## config.mk

```make
export PLATFORM = sky130hd
export DESIGN_NAME = encrypt_seq
export DESIGN_NICKNAME = d
export VERILOG_FILES = /design/src/rtl/encrypt_pkg.sv /design/src/rtl/lfsr7.sv /design/src/rtl/encrypt_seq.sv
export SDC_FILE = /design/constraint.sdc
export NUM_CORES = 1
export LEC_CHECK = 0
export ABC_AREA = 1
export CAP_MARGIN = 40
export CORE_MARGIN = 1.5
export CORE_UTILIZATION = 55
export DETAILED_ROUTE_END_ITERATION = 10
export GPL_ROUTABILITY_DRIVEN = 0
export GPL_TIMING_DRIVEN = 1
export PLACE_DENSITY = 0.9
export SLEW_MARGIN = 20
export SYNTH_ARGS = -nofsm -noshare
export SYNTH_HDL_FRONTEND = slang
export SYNTH_SLANG_ARGS = --single-unit
```

## constraint.sdc

```tcl
create_clock -name Clk -period 5.3 [get_ports Clk]
set_input_delay 1.06 -clock Clk [delete_from_list [all_inputs] [get_ports Clk]]
set_output_delay 1.06 -clock Clk [all_outputs]
set_load 0.005 [all_outputs]
```

## src/rtl/encrypt_pkg.sv

```systemverilog
// Shared FSM state type, memory map and constants for the LFSR stream encryptor.
package encrypt_pkg;

    typedef enum logic [2:0] {
        IDLE,
        RD_PRE,
        RD_PTRN,
        RD_INIT,
        CAP_INIT,
        RD_MSG,
        WR_CT,
        DONE
    } state_e;

    localparam logic [7:0]  PRE_ADDR  = 8'd61;
    localparam logic [7:0]  PTRN_ADDR = 8'd62;
    localparam logic [7:0]  INIT_ADDR = 8'd63;
    localparam logic [7:0]  OUT_BASE  = 8'd64;
    localparam int unsigned NUM_OUT   = 64;
    localparam logic [3:0]  MIN_PRE   = 4'd10;
    localparam logic [7:0]  ASCII_OFS = 8'h20;

    // Preamble lengths shorter than the minimum are clamped up to it.
    function automatic logic [3:0] eff_pre(input logic [3:0] raw);
        return (raw < MIN_PRE) ? MIN_PRE : raw;
    endfunction

endpackage

```

## src/rtl/lfsr7.sv

```systemverilog
// 7-bit Fibonacci-style LFSR with programmable taps; a zero seed loads as 7'h01.
module lfsr7 (
    input  logic       clk_i,
    input  logic       rst_ni,
    input  logic       load_i,
    input  logic [6:0] seed_i,
    input  logic       step_i,
    input  logic [6:0] taps_i,
    output logic [6:0] state_o
);

    logic [6:0] state_q;
    logic [6:0] state_d;

    always_comb begin
        state_d = state_q;
        if (load_i) begin
            state_d = (seed_i == 7'd0) ? 7'h01 : seed_i;
        end else if (step_i) begin
            state_d = {state_q[5:0], ^(state_q & taps_i)};
        end
    end

    always_ff @(posedge clk_i or negedge rst_ni) begin
        if (!rst_ni) begin
            state_q <= 7'h01;
        end else begin
            state_q <= state_d;
        end
    end

    assign state_o = state_q;

endmodule

```

## src/rtl/encrypt_seq.sv

```systemverilog
// Reads preamble/taps/seed and plaintext from memory, writes 64 parity-tagged
// LFSR-encrypted bytes to 64..127, then holds Ack until Start returns high.
module encrypt_seq
    import encrypt_pkg::*;
(
    input  logic       Clk,
    input  logic       Reset,
    input  logic       Start,
    output logic       Ack,
    output logic [7:0] mem_addr,
    output logic       mem_rd_en,
    input  logic [7:0] mem_rdata,
    output logic       mem_wr_en,
    output logic [7:0] mem_wdata
);

    localparam logic [5:0] LAST_IDX = 6'(NUM_OUT - 1);

    state_e     state_q, state_d;
    logic       start_q;
    logic [5:0] idx_q, idx_d;
    logic [3:0] pre_q, pre_d;
    logic [6:0] taps_q, taps_d;

    logic       lfsr_load;
    logic       lfsr_step;
    logic [6:0] lfsr;
    logic       in_pre;
    logic       next_in_pre;
    logic [6:0] ct7;
    logic       unused_rdata_msb;

    assign unused_rdata_msb = mem_rdata[7];

    assign in_pre      = idx_q < {2'b00, pre_q};
    assign next_in_pre = (idx_q + 6'd1) < {2'b00, pre_q};
    // Only the low 7 bits of (rdata - 0x20) reach the ciphertext.
    assign ct7 = in_pre ? lfsr : ((mem_rdata[6:0] - ASCII_OFS[6:0]) ^ lfsr);

    lfsr7 u_lfsr (
        .clk_i   (Clk),
        .rst_ni  (Reset),
        .load_i  (lfsr_load),
        .seed_i  (mem_rdata[6:0]),
        .step_i  (lfsr_step),
        .taps_i  (taps_q),
        .state_o (lfsr)
    );

    always_comb begin
        state_d   = state_q;
        idx_d     = idx_q;
        pre_d     = pre_q;
        taps_d    = taps_q;
        lfsr_load = 1'b0;
        lfsr_step = 1'b0;
        Ack       = 1'b0;
        mem_rd_en = 1'b0;
        mem_wr_en = 1'b0;
        mem_addr  = 8'd0;
        mem_wdata = 8'd0;

        unique case (state_q)
            IDLE: begin
                if (start_q && !Start) begin
                    state_d = RD_PRE;
                    idx_d   = 6'd0;
                end
            end
            RD_PRE: begin
                mem_rd_en = 1'b1;
                mem_addr  = PRE_ADDR;
                state_d   = RD_PTRN;
            end
            RD_PTRN: begin
                mem_rd_en = 1'b1;
                mem_addr  = PTRN_ADDR;
                pre_d     = eff_pre(mem_rdata[3:0]);
                state_d   = RD_INIT;
            end
            RD_INIT: begin
                mem_rd_en = 1'b1;
                mem_addr  = INIT_ADDR;
                taps_d    = mem_rdata[6:0];
                state_d   = CAP_INIT;
            end
            CAP_INIT: begin
                lfsr_load = 1'b1;
                state_d   = in_pre ? WR_CT : RD_MSG;
            end
            RD_MSG: begin
                mem_rd_en = 1'b1;
                mem_addr  = {2'b00, idx_q} - {4'b0000, pre_q};
                state_d   = WR_CT;
            end
            WR_CT: begin
                mem_wr_en = 1'b1;
                mem_addr  = OUT_BASE + {2'b00, idx_q};
                mem_wdata = {^ct7, ct7};
                lfsr_step = 1'b1;
                if (idx_q == LAST_IDX) begin
                    state_d = DONE;
                end else begin
                    idx_d   = idx_q + 6'd1;
                    state_d = next_in_pre ? WR_CT : RD_MSG;
                end
            end
            DONE: begin
                Ack = 1'b1;
            end
            default: begin
                state_d = IDLE;
            end
        endcase

        // Start high outside IDLE aborts a run, or releases DONE.
        if (state_q != IDLE && Start) begin
            state_d = IDLE;
        end
    end

    always_ff @(posedge Clk or negedge Reset) begin
        if (!Reset) begin
            state_q <= IDLE;
            start_q <= 1'b0;
            idx_q   <= 6'd0;
            pre_q   <= MIN_PRE;
            taps_q  <= 7'd0;
        end else begin
            state_q <= state_d;
            start_q <= Start;
            idx_q   <= idx_d;
            pre_q   <= pre_d;
            taps_q  <= taps_d;
        end
    end

endmodule
```

==> Yosys cells after proc, flatten, opt, wreduce, memory -nomap -nowiden <==
Index checks and enable logic that the tools add are counted.
{ "classes": {"n_addsub": 4, "order_cmp": 3, "eq_ne": 11, "muxes": 20, "bitwise": 2, "reduce_logical": 14} }
{ "ops": {"columns": ["operator", "count"], "rows": [
  ["$pmux 8 s5", 1],
  ["$mux 7", 4],
  ["$pmux 3 s7", 1],
  ["$reduce_xor 7->1", 2],
  ["$eq 3x3->1 const B", 4],
  ["$lt 6x4->1", 2],
  ["$mux 6", 2],
  ["$pmux 6 s2", 1],
  ["$add 7x6->8 const A", 1],
  ["$mux 8", 1],
  ["$reduce_bool 8->1", 1],
  ["$and 7x7->7", 1],
  ["$logic_not 7->1", 1],
  ["$sub 6x4->7", 1],
  ["$sub 7x6->7 const B", 1],
  ["$xor 7x7->7", 1],
  ["$add 6x1->6 const B", 1],
  ["$eq 3x2->1 const B", 2],
  ["$eq 6x6->1 const B", 1],
  ["$mux 2", 3],
  ["$mux 3", 2],
  ["$lt 4x4->1 const B", 1],
  ["$mux 1", 4],
  ["$mux 4", 1],
  ["other kinds (11)", 14]
]} }
{ "word_totals": {"ff_bits": 28, "output_inout_bits": 19, "word_cells": 60} }

==> Depth between registers and ports, before layout <==
Gate-level depths: netlist (run 1).
{ "logic_depth": {"ltp_word": 6, "depth_mapped": 18, "ltp_nobuf": 18} }

==> Cells and area by module <==
From an unflattened synthesis (run 1), not the netlist that was laid out.
{ "unflattened": {"cells_unflattened": 316, "hier_area_um2": 2220.9} }
{ "modules_own_cells": {"columns": ["mod", "n_inst", "cells_per_inst", "area_each_um2", "seq_area_each_um2"], "rows": [
  ["encrypt_seq", 1, 244, 1731.7, 528.0],
  ["lfsr7", 1, 72, 489.2, 176.4]
]} }

==> Worst setup path after synthesis (run 1) <==
No wires, ideal clock.
{ "synth_path": {"path_type": "input -> output", "start": "in mem_rdata[6]", "end": "out mem_wdata[7]", "arrival_ps": 1862, "path_slack_ps": 2378, "stages": 12, "cell_sequence": "inv_1 > nand2_1 > nand2_1 > xnor2_1 > nand2_1 > o21ai_1 > nand3_1 > nand2_1 > inv_1 > nand2_1 > nand2_1 > nor2_2"} }
{ "synth_via": {"elab_chain_len": 5} }
{ "synth_rtl": {"columns": ["element", "line", "rtl"], "rows": [
  ["from (decl)", "encrypt_seq.sv:12", "input logic [7:0] mem_rdata,"],
  ["$sub 7x6->7", "encrypt_seq.sv:38", "assign ct7 = in_pre ? lfsr : ((mem_rdata[6:0] - ASCII_OFS[6:0]) ^ lfsr);"],
  ["$xor 7x7->7", "encrypt_seq.sv:38", null],
  ["$mux 7", "encrypt_seq.sv:38", null],
  ["$reduce_xor 7->1", "encrypt_seq.sv:99", "mem_wdata = {^ct7, ct7};"],
  ["$mux 8", "encrypt_seq.sv:63", "unique case (state_q)"],
  ["to (decl)", "encrypt_seq.sv:14", "output logic [7:0] mem_wdata"]
]} }
Every way passes these cells.

==> Worst setup path after layout (run 1) <==
{ "layout_path": {"start": "in mem_rdata[5]", "end": "out mem_wdata[7]"} }
Same word-level chain as after synthesis.

==> results of run 1 <==
==> where the power goes <==
part,leakage [nW],switching (W),internal (W)
Combinational,0.843,0.000360,0.000286
Clock,0.0357,0.0000693,0.000101
Sequential,0.343,0.0000688,0.000292
==> layer usage <==
layer | wire length (um) | share of wire | vias to the layer above | GRT usage
met5 | 0 | 0 | - | 0
met4 | 64 | 0.013 | 0 | 0.0851
met3 | 272 | 0.057 | 5 | 0.0208
met2 | 2270 | 0.48 | 75 | 0.419
met1 | 2150 | 0.45 | 958 | 0.347
li1 | - | - | 994 | -
==> flip-flops by register name (all words and copies together) (netlist names) <==
name	count
idx_q	6
pre_q	4
start_q	1
state_q	3
taps_q	7
u_lfsr.state_o	7
==> worst max-delay path: cells and delay by family <==
family | cells | cell delay, ps
buffers and inverters | 4 | 1160
and+or+nand+nor | 8 | 570
xor gates and xnor gates | 1 | 150
AOI/OAI and AO/OA | 1 | 140
==> Yosys cell counts, drive strengths merged <==
master / count
xnor2: 9
buf: 1
nor3b: 1
nand2: 82
a22oi: 1
xor2: 5
o22ai: 7
o211ai: 6
clkinv: 1
a21oi: 12
nor3: 4
dfrtp: 25
o41ai: 1
dfstp: 3
o21bai: 1
clkbuf: 3
o221ai: 2
inv: 50
a221oi: 1
fa: 1
a32oi: 1
ha: 9
a31oi: 3
nand3: 11
o21ai: 20
nand4: 2
nor2: 30
==> per-stage QoR <==
| step | cells | setup slack [ps] |
|---|---|---|
| finish | 369 | 1150 |
| global route | 369 | 885 |
| CTS | 369 | 1150 |
| detailed placement | 365 | 1160 |
| global placement | 365 | 1200 |
| floorplan | 292 | 2380 |
==> kinds of logic after synthesis <==
| kind of cell | Yosys count | synth area share |
|---|---|---|
| AO/OA/AOI/OAI | 55 | 0.159 |
| XOR/XNOR | 14 | 0.0590 |
| adder cells (fa/ha/maj) | 10 | 0.0639 |
| buffers and inverters | 55 | 0.105 |
| flip-flops | 28 | 0.339 |
| AND/OR/NAND/NOR | 130 | 0.274 |
==> worst max path at each step <==
stage | start | cells past startpoint | to
global route | mem_rdata[5] | 14 | mem_wdata[7]
finish | mem_rdata[5] | 14 | mem_wdata[7]
global placement | mem_rdata[5] | 14 | mem_wdata[7]
CTS | mem_rdata[5] | 14 | mem_wdata[7]
detailed placement | mem_rdata[5] | 14 | mem_wdata[7]
floorplan | mem_rdata[6] | 12 | mem_wdata[7]
==> area by class of cell <==
class | instances | area [um2] | share of cell area
Clock buffer | 3 | 41.3 | 0.0167
Clock inverter | 1 | 30.0 | 0.0122
Inverter | 51 | 191 | 0.0775
Multi-Input combinational cell | 209 | 1150 | 0.468
Sequential cell | 28 | 704 | 0.285
Tap cell | 48 | 60.1 | 0.0243
Timing Repair Buffer | 29 | 288 | 0.117
==> cells in the final DEF, fill, tap and decap left out, types with 3 or more instances in the layout <==
master	Yosys	layout
nand3_1	11	11
o21ai_0	17	17
nand2_1	72	72
nor2_1	27	27
xnor2_1	9	9
inv_1	49	49
clkdlybuf4s50_1	0	28
nor3_1	3	3
dfrtp_1	25	25
o21ai_1	3	3
nand2_2	8	8
a31oi_1	3	3
a21oi_1	11	11
o211ai_1	6	6
dfstp_2	3	3
nor2_2	3	3
clkbuf_8	1	3
xor2_1	5	5
ha_1	9	9
o22ai_1	7	7
==> metrics.yaml, run 1 <==
crit_arrival_ps: 3090
timing.hold.ws_ps: 488
drc: 0
r2r_end: "idx_q[3]$_DFFE_PN0P_"
cpPeakStageDelay_ps: 550
portBuffers: 28
setup_viol: 0
finalCriticalPeriod_ps: 4150
clk_pin_slew_ps: 100
ys_warn_count: 0
antenna_found_initial: 0
p_leak_nw: 1.22
crit_slowest_cell: "clkdlybuf4s50_1"
status: "finished clean"
drv_slew: 0
maxCapViolations: 0
ys_seq_area_frac: 0.339
hp-start: "taps_q[4]$_DFFE_PN0P_"
synth_top_area_share: 0.301
final_core_util: 0.680
die_w_um: 64.5
drt_iter0_drc: 146
tns_ps: 0
r2r_slack_ps: 2970
routed_wl_um: 4760
hold_path_class: "reg2reg"
postPlaceCellArea_um2: 2400
final.period_utilization: 0.783
worstHoldEndpoint: "taps_q[4]$_DFFE_PN0P_"
start_kind: "primary input"
end_kind: "primary output"
path_max_fanout: 4
crit_chain: "clkdlybuf4s50_1, inv_1, nand2_1, nand2_1, xnor2_1, nand2_1, o21ai_1, nand3_1, nand2_1, inv_1, nand2_1, nand2_1, nor2_2, clkdlybuf4s50_1"
r2r_cells: 7
power.total_w: 0.00118
clock_sinks: 28
ant_nets: 0
max_freq_mhz: 241
cts_tree: "yes"
power.density_nw_per_um2: 476
nFillCells: 290
ir_drop_mv: 0.231
finalHoldViolCount: 0
grt_max_degree: 29
relSlewSlack: 0.587
worstHoldPathCells: 2
cts_resized: 0
postSynthRegisterBits: 28
initial_utilization: 0.572
coreArea_um2: 3630
routed_via_density: 5.51
syn_to_final_growth_pct: 18.9
yosysUniqueCellTypes: 35
cp_common_cell: "nand2_1"
r2r_start: "state_q[2]$_DFFE_PN0P_"
die-area_um2: 4150
first_pass_iters: 5
die_h_um: 64.5
gr-total-overflow: 0
insertion_delay_ps: 280
avgSynthCellArea_um2: 7.11
syn_inst: 292
root_buffer: "clkbuf_8"
cts_hold_buf: 0
syn-num-nets: 313
tightest_slew_ps: 619
skew_ps: 4.82
grt_pass1_wl_um: 8280
htreeDepth: 1
cts_buffers: 3
grt_use_total: 0.251
yosysTopAreaCell: "dfrtp_1"
worstPathRequired_ps: 4240
grt_pass1_vias: 1856
syn-cell-area_um2: 2080
fin_area_um2: 2470
diodes: 0
routed-via-count: 2032
final_nets: 343
layout-drive-gt1-share: 0.0748
clockBufferDepth: 2
io_pins: 30
hpwl_um: 3600
path_class: "in2out"
rows: 22
synth.area.top_cells: "dfrtp_1 30%, nand2_1 13%, inv_1 8.9%"
wire_per_inst_um: 12.9
cts_setup_buffers: 0
rsz0062_at_grt: "false"
Power figures use the tool's default switching activity.
==> run 2, diff against run 1 <==
clock period = 4.25 ns   (was 5.3 ns; I/O delays follow)
==> metrics.yaml, run 2 (synthesized netlist as in run 1, its figures left out) <==
status: "finished clean"
max_freq_mhz: 272
rows: 22  # unchanged
path_max_fanout: 4  # unchanged
final_core_util: 0.677  # -0.00241
crit_family: "buffers and inverters"
power.total_w: 0.00142  # +21%
combPwrFrac: 0.567  # +0.018
ir_drop_mv: 0.317  # +37%
wire_per_inst_um: 12.9  # -0.12%
crit_slowest_cell: "clkdlybuf4s50_1"
tightest_slew_ps: 559  # -59.8 ps
cpPeakStageDelay_ps: 540  # about the same
setup_viol: 0  # unchanged
crit_cells: 14  # unchanged
root_buffer: "clkbuf_8"
place_ws_ps: 567  # -593 ps
grt_util_met1: 0.353  # +0.00526
final_common_cell: "nand2_1"
hpwl_um: 3580  # -0.70%
grt_pass1_vias: 1826  # -1.6%
drc: 0  # unchanged
path_class: "in2out"
cts_setup_buffers: 0  # unchanged
final.period_utilization: 0.866
cts_resized: 0  # unchanged
final_cell_mix: "72 x nand2_1, 49 x inv_1, 28 x clkdlybuf4s50_1"
clockBufferDepth: 2  # unchanged
finalHoldViolCount: 0  # unchanged
grt_use_total: 0.246  # -0.00532
drt_iter0_drc: 177  # +21%
relSlewSlack: 0.626  # +0.0389
grt_pass1_wl_um: 8110  # -2.0%
tns_ps: 0  # unchanged
maxCapViolations: 0  # unchanged
routed-via-count: 2011  # -1.0%
fin_area_um2: 2460  # -0.35%
power.density_nw_per_um2: 578  # +21%
die_w_um: 64.5  # unchanged
crit_chain: "clkdlybuf4s50_1, inv_1, nand2_1, nand2_1, xnor2_1, nand2_1, o21ai_1, nand3_1, nand2_1, inv_1, nand2_1, nand2_1, nor2_2, clkdlybuf4s50_1"
finalCriticalPeriod_ps: 3680
layout-drive-gt1-share: 0.0776  # +0.00287
cts_buffers: 3  # unchanged
final_nets: 344  # +0.29%
routed_via_density: 5.44  # -1.3%
portBuffers: 28  # unchanged
initial_utilization: 0.572  # unchanged
start_kind: "primary input"
cts_tree: "yes"
io_pins: 30  # unchanged
grt_util_met2: 0.385  # -0.0339
coreArea_um2: 3630  # unchanged
crit_arrival_ps: 2830  # -260 ps
postPlaceCellArea_um2: 2410  # +0.31%
path_buf_inv: 4  # unchanged
first_pass_iters: 5  # unchanged
clk_pin_slew_ps: 100  # about the same
die-area_um2: 4150  # unchanged
worstPathRequired_ps: 3400  # -840 ps
ant_nets: 0  # unchanged
cp_common_cell: "nand2_1"
drv_slew: 0  # unchanged
p_int_w: 0.000804  # +18%
cts_hold_buf: 0  # unchanged
p_leak_nw: 1.22  # -0.12%
antenna_found_initial: 0  # unchanged
die_h_um: 64.5  # unchanged
grtUsageMet3: 0.0313  # +0.0104
setup_slack_ps: 568  # -585 ps
routed_wl_um: 4760  # +0.15%
skew_ps: 3.83  # -0.988 ps
htreeDepth: 1  # unchanged
switching_share: 0.435  # +0.0121
switching_power_w: 0.000620  # +24%
hold_path_class: "reg2reg"
seqPwrFrac: 0.315  # +0.009
diodes: 0  # unchanged
pwr-share-clk: 0.118  # -0.027
grt_max_degree: 29  # unchanged
worstHoldPathCells: 2  # unchanged
clock_sinks: 28  # unchanged
gr-total-overflow: 0  # unchanged
grt_busiest_layer: "met2"
rsz0062_at_grt: "false"
syn_to_final_growth_pct: 18.5
end_kind: "primary output"
insertion_delay_ps: 280  # about the same
r2r_cells: 13  # +6
run 2: cell types whose count changed in the layout (fill, tap and decap cells not counted):
cell / change
buf_4: +1
bufinv_16: -1
clkbuf_8: +1
run 2: final cells by class:
cell class	instances	area (um2)
fill	305	1170
clock buffer	4	55.1
multi-input combinational	209	1150
timing repair buffer	30	295
sequential	28	704
inverter	51	191
tap	48	60.1
run 2: power groups by stage:
stage | clock network [W] | logic, W | registers, W
2_1_floorplan | 0 | 0.000576 | 0.000427
3_3_place_gp | 0 | 0.000760 | 0.000447
5_1_grt | 0.000181 | 0.000912 | 0.000460
4_1_cts | 0.000170 | 0.000798 | 0.000446
6_report | 0.000169 | 0.000807 | 0.000448
3_5_place_dp | 0 | 0.000783 | 0.000452
run 2: worst paths after layout:
check	from	to	slack [ps]
setup / recovery	mem_rdata[5]	mem_wdata[7]	570
hold / removal	taps_q[4]$_DFFE_PN0P_	taps_q[4]$_DFFE_PN0P_	490
setup reg to reg	idx_q[1]$_DFFE_PN0P_	state_q[0]$_DFFE_PN0P_	2080
hold reg to reg	taps_q[4]$_DFFE_PN0P_	taps_q[4]$_DFFE_PN0P_	490
max in group asynchronous	Reset	u_lfsr.state_o[0]$_DFFE_PN1P_	3010
min in group asynchronous	Reset	state_q[1]$_DFFE_PN0P_	930
run 2: layer usage:
layer / vias up / part of all wire
met2: 80 / 0.45
met5: - / 0
met3: 7 / 0.067
met1: 920 / 0.47
met4: 0 / 0.012
li1: 1004 / -
run 2: worst min-delay path, cell delays in order (launching register included):
cell and delay (ps):
dfrtp_1 360, nand2_1 60, nand2_1 50
run 2: per-stage QoR:
stage / hold WS [ps] / cells
2_1_floorplan: 442 / 292
3_3_place_gp: 457 / 366
3_5_place_dp: 466 / 366
4_1_cts: 490 / 370
5_1_grt: 500 / 370
6_report: 492 / 370
==> RTL edit, RTL diff (flow settings as in run 2) <==
Reset style: synchronous (`Reset` and `rst_ni`), changed in 2 clocked blocks.
--- a/src/rtl/lfsr7.sv
+++ b/src/rtl/lfsr7.sv
@@ -23,3 +23,3 @@
 
-    always_ff @(posedge clk_i or negedge rst_ni) begin
+    always_ff @(posedge clk_i) begin
         if (!rst_ni) begin
--- a/src/rtl/encrypt_seq.sv
+++ b/src/rtl/encrypt_seq.sv
@@ -121,3 +121,3 @@
 
-    always_ff @(posedge Clk or negedge Reset) begin
+    always_ff @(posedge Clk) begin
         if (!Reset) begin
Behaviour: differs if Reset is asserted again (counterexample within 4 cycles, from zero or initial values and one cycle with Reset low); with Reset held inactive, the same outputs for 10 cycles.
==> RTL edit against run 2 <==
  * Power fell by 34%
  * Setup slack got worse by 0.029 ns
  * Routed wire length up 1.5%
  * Core utilization increased by 2.6 points
  * Largest power group unchanged
  * Non-clock buffer count is 1 lower
  * Die area is 1.7% lower
  * Area after synthesis decreased by 1.8%
  * Critical path type unchanged
  * Sequential share of layout area shrank 5.5 points
  * Sequential power is 28% lower
  * Cell area down 1.6%
  * Sequential cell count stayed put
==> RTL edit: results (changes against run 2) <==
Outcome
  • Outcome: finished, final reports clean (unchanged)

Global route
  • Pin count of the biggest net entering global routing: 20 (was 29)
  • Global-route wire length before repair: 8.36 mm (was 8.11 mm)
  • Initial antenna violation count: 0 (unchanged)
  • Number of global-route vias before repair: 1,988 (was 1,826)
  • Overall global routing resource usage: 25.4% (was 24.6%)

Finish
  • Net count of the finished layout: 356 (was 344)
  • Share of post-route cells with drive strength above 1: 8.68% (was 7.76%)
  • Total inserted antenna cells: 0 (unchanged)
  • Fillcell total: 280 (was 305)

CTS
  • Number of resized instances in the post-cts repair step: 0 (unchanged)
  • Clock Latency Late Sink: 0.28 ns (about the same)
  • Maximum clock path buffer count: 2 (unchanged)
  • Postcts setup bufs: 0 (unchanged)
  • Clock edge transition at the registers on the reported setup and hold paths: 0.10 ns (about the same)
  • Clock buffers created by TritonCTS: 3 (unchanged)
  • H-tree depth: 1 (unchanged)
  • Clk Tree Root Cell: clkbuf_8 (unchanged)

Placement
  • Number of buffer cells added on primary ports: 28 (unchanged)
  • Post-detail-place hpwl: 3.68 mm (was 3.58 mm)
  • Post-Place Setup Slack: 0.567 ns (about the same)
  • Placed cell area: 2350 sq um (was 2410 sq um)

Synth
  • FFs w/ async S/R, synth: 0% (was 100%)
  • Top post-synthesis cells by area: dfxtp_1, nand2_1, inv_1 (was dfrtp_1, nand2_1, inv_1)
  • Post-synth top cells: nand2_1, inv_1, nor2_1 (unchanged)
  • Cell variety after synth: 38 (was 35)
  • Share of the yosys chip area belonging to registers: 27.5% (was 33.9%)
  • Ys Warns: 0 (unchanged)
  • Main synth FF type: dfxtp_1 (was dfrtp_1)
  • Syn_nets: 328 (was 313)

Power and ir drop
  • Maximum ir drop on the vdd rail: 0.246 mV (was 0.317 mV)
  • Internal power of the cells: 609 uW (was 804 uW)
  • Static leakage: 0.00106 uW (was 0.00122 uW)

Setup path
  • Worst reg2reg setup slack: 2.26 ns (was 2.08 ns)
  • FF-to-FF Start: state_q[2]$_SDFFE_PP0P_ (was idx_q[1]$_DFFE_PN0P_)
  • CP max FO: 6 (was 4)
  • Number of cells traversed by the worst register-to-register path: 10 (was 13)
  • Crit Reg-Reg Endpoint: state_q[0]$_SDFFE_PP0P_ (was state_q[0]$_DFFE_PN0P_)
  • Worst path arrival time: 2.86 ns (was 2.83 ns)

Routing
  • Detailed router's first-iteration violation count: 114 (was 177)
  • DR vias: 2,094 (was 2,011)
  • 1st-pass router iterations: 5 (unchanged)
  • Per-cell routed wire length: 12.7 um (was 12.9 um)

Worst hold path
  • Number of cells on the worst hold path: 2 (unchanged)
  • Hold Crit Class: flip-flop to flip-flop (unchanged)
  • Startpoint of the worst hold path: pre_q[3]$_SDFFE_PN1P_ (was taps_q[4]$_DFFE_PN0P_)
  • Hold path endpoint: pre_q[3]$_SDFFE_PN1P_ (was taps_q[4]$_DFFE_PN0P_)

Timing
  • Setup Skew: 0.00559 ns (was 0.00383 ns)
  • Max_slew headroom: 42.6% (was 62.6%)
## RTL edit: changes by cell type after synthesis, moves of 4 or more
cell / delta
nand3_1: +9
dfrtp_1: -25
dfxtp_1: +28
nor2_1: +7
a221oi_1: +4
inv_1: -11
o22ai_1: -7
o211ai_1: -4
## RTL edit: worst max-delay path by stage
stage | slack [ns] | depth (start not counted) | startpoint | end
3_5_place_dp | 0.57 | 13 | mem_rdata[1] | mem_wdata[7]
4_1_cts | 0.52 | 18 | idx_q[0]$_SDFFE_PN0P_ | mem_wdata[7]
5_1_grt | 0.25 | 18 | idx_q[0]$_SDFFE_PN0P_ | mem_wdata[7]
6_report | 0.54 | 13 | mem_rdata[1] | mem_wdata[7]
3_3_place_gp | 0.60 | 14 | mem_rdata[5] | mem_wdata[7]
2_1_floorplan | 1.69 | 15 | idx_q[2]$_SDFFE_PN0P_ | mem_wdata[7]
## RTL edit: cell type report
cell class,instances,share of cell area (%)
multi-input combinational,231,53.1
sequential,28,23.2
timing repair buffer,29,11.9
inverter,42,6.51
tap,46,2.38
clock buffer,3,1.71
clock inverter,1,1.24
## RTL edit: routing by layer
metal / global-route usage, % / wire length, um
met5: 0 / 0
met4: 10.3 / 82
met3: 4.75 / 334
met2: 42.8 / 2300
met1: 31.7 / 2120
## RTL edit: worst max-delay path, cell delays in order
cell	delay [ns]
clkdlybuf4s50_1	0.66
xor2_1	0.22
nand2_2	0.08
nand2_2	0.10
inv_2	0.05
nand2_1	0.06
nand2_1	0.05
nand2_1	0.05
nand2_1	0.06
nand2_1	0.05
nand2_1	0.05
nor2_2	0.07
clkdlybuf4s50_1	0.50
## RTL edit: kinds of logic (layout without fill, tap and decap cells)
family | after synthesis | count (layout) | share of synthesized area, %
flip-flops | 28 | 28 | 27.5
AO/OA/AOI/OAI | 53 | 53 | 16.3
buffers and inverters | 48 | 75 | 9.45
XOR/XNOR | 17 | 17 | 7.30
AND/OR/NAND/NOR | 151 | 151 | 32.9
adder cells (fa/ha/maj) | 10 | 10 | 6.50
## RTL edit: power groups by stage
stage	clock, uW	sequential (uW)	combinational (uW)
2_1_floorplan	0	321	247
3_3_place_gp	0	329	393
3_5_place_dp	0	330	403
4_1_cts	213	324	406
5_1_grt	226	330	450
6_report	209	324	407
## RTL edit: metrics by stage
| stage | power, uW | hold WS, ns | util [%] | std cells |
|---|---|---|---|---|
| floorplan | 568 | 0.435 | - | 307 |
| global placement | 722 | 0.467 | 68.3 | 376 |
| detailed placement | 732 | 0.476 | 68.3 | 376 |
| CTS | 942 | 0.510 | 70.3 | 380 |
| global route | 1010 | 0.540 | 70.3 | 380 |
| finish | 941 | 0.511 | 70.3 | 380 |
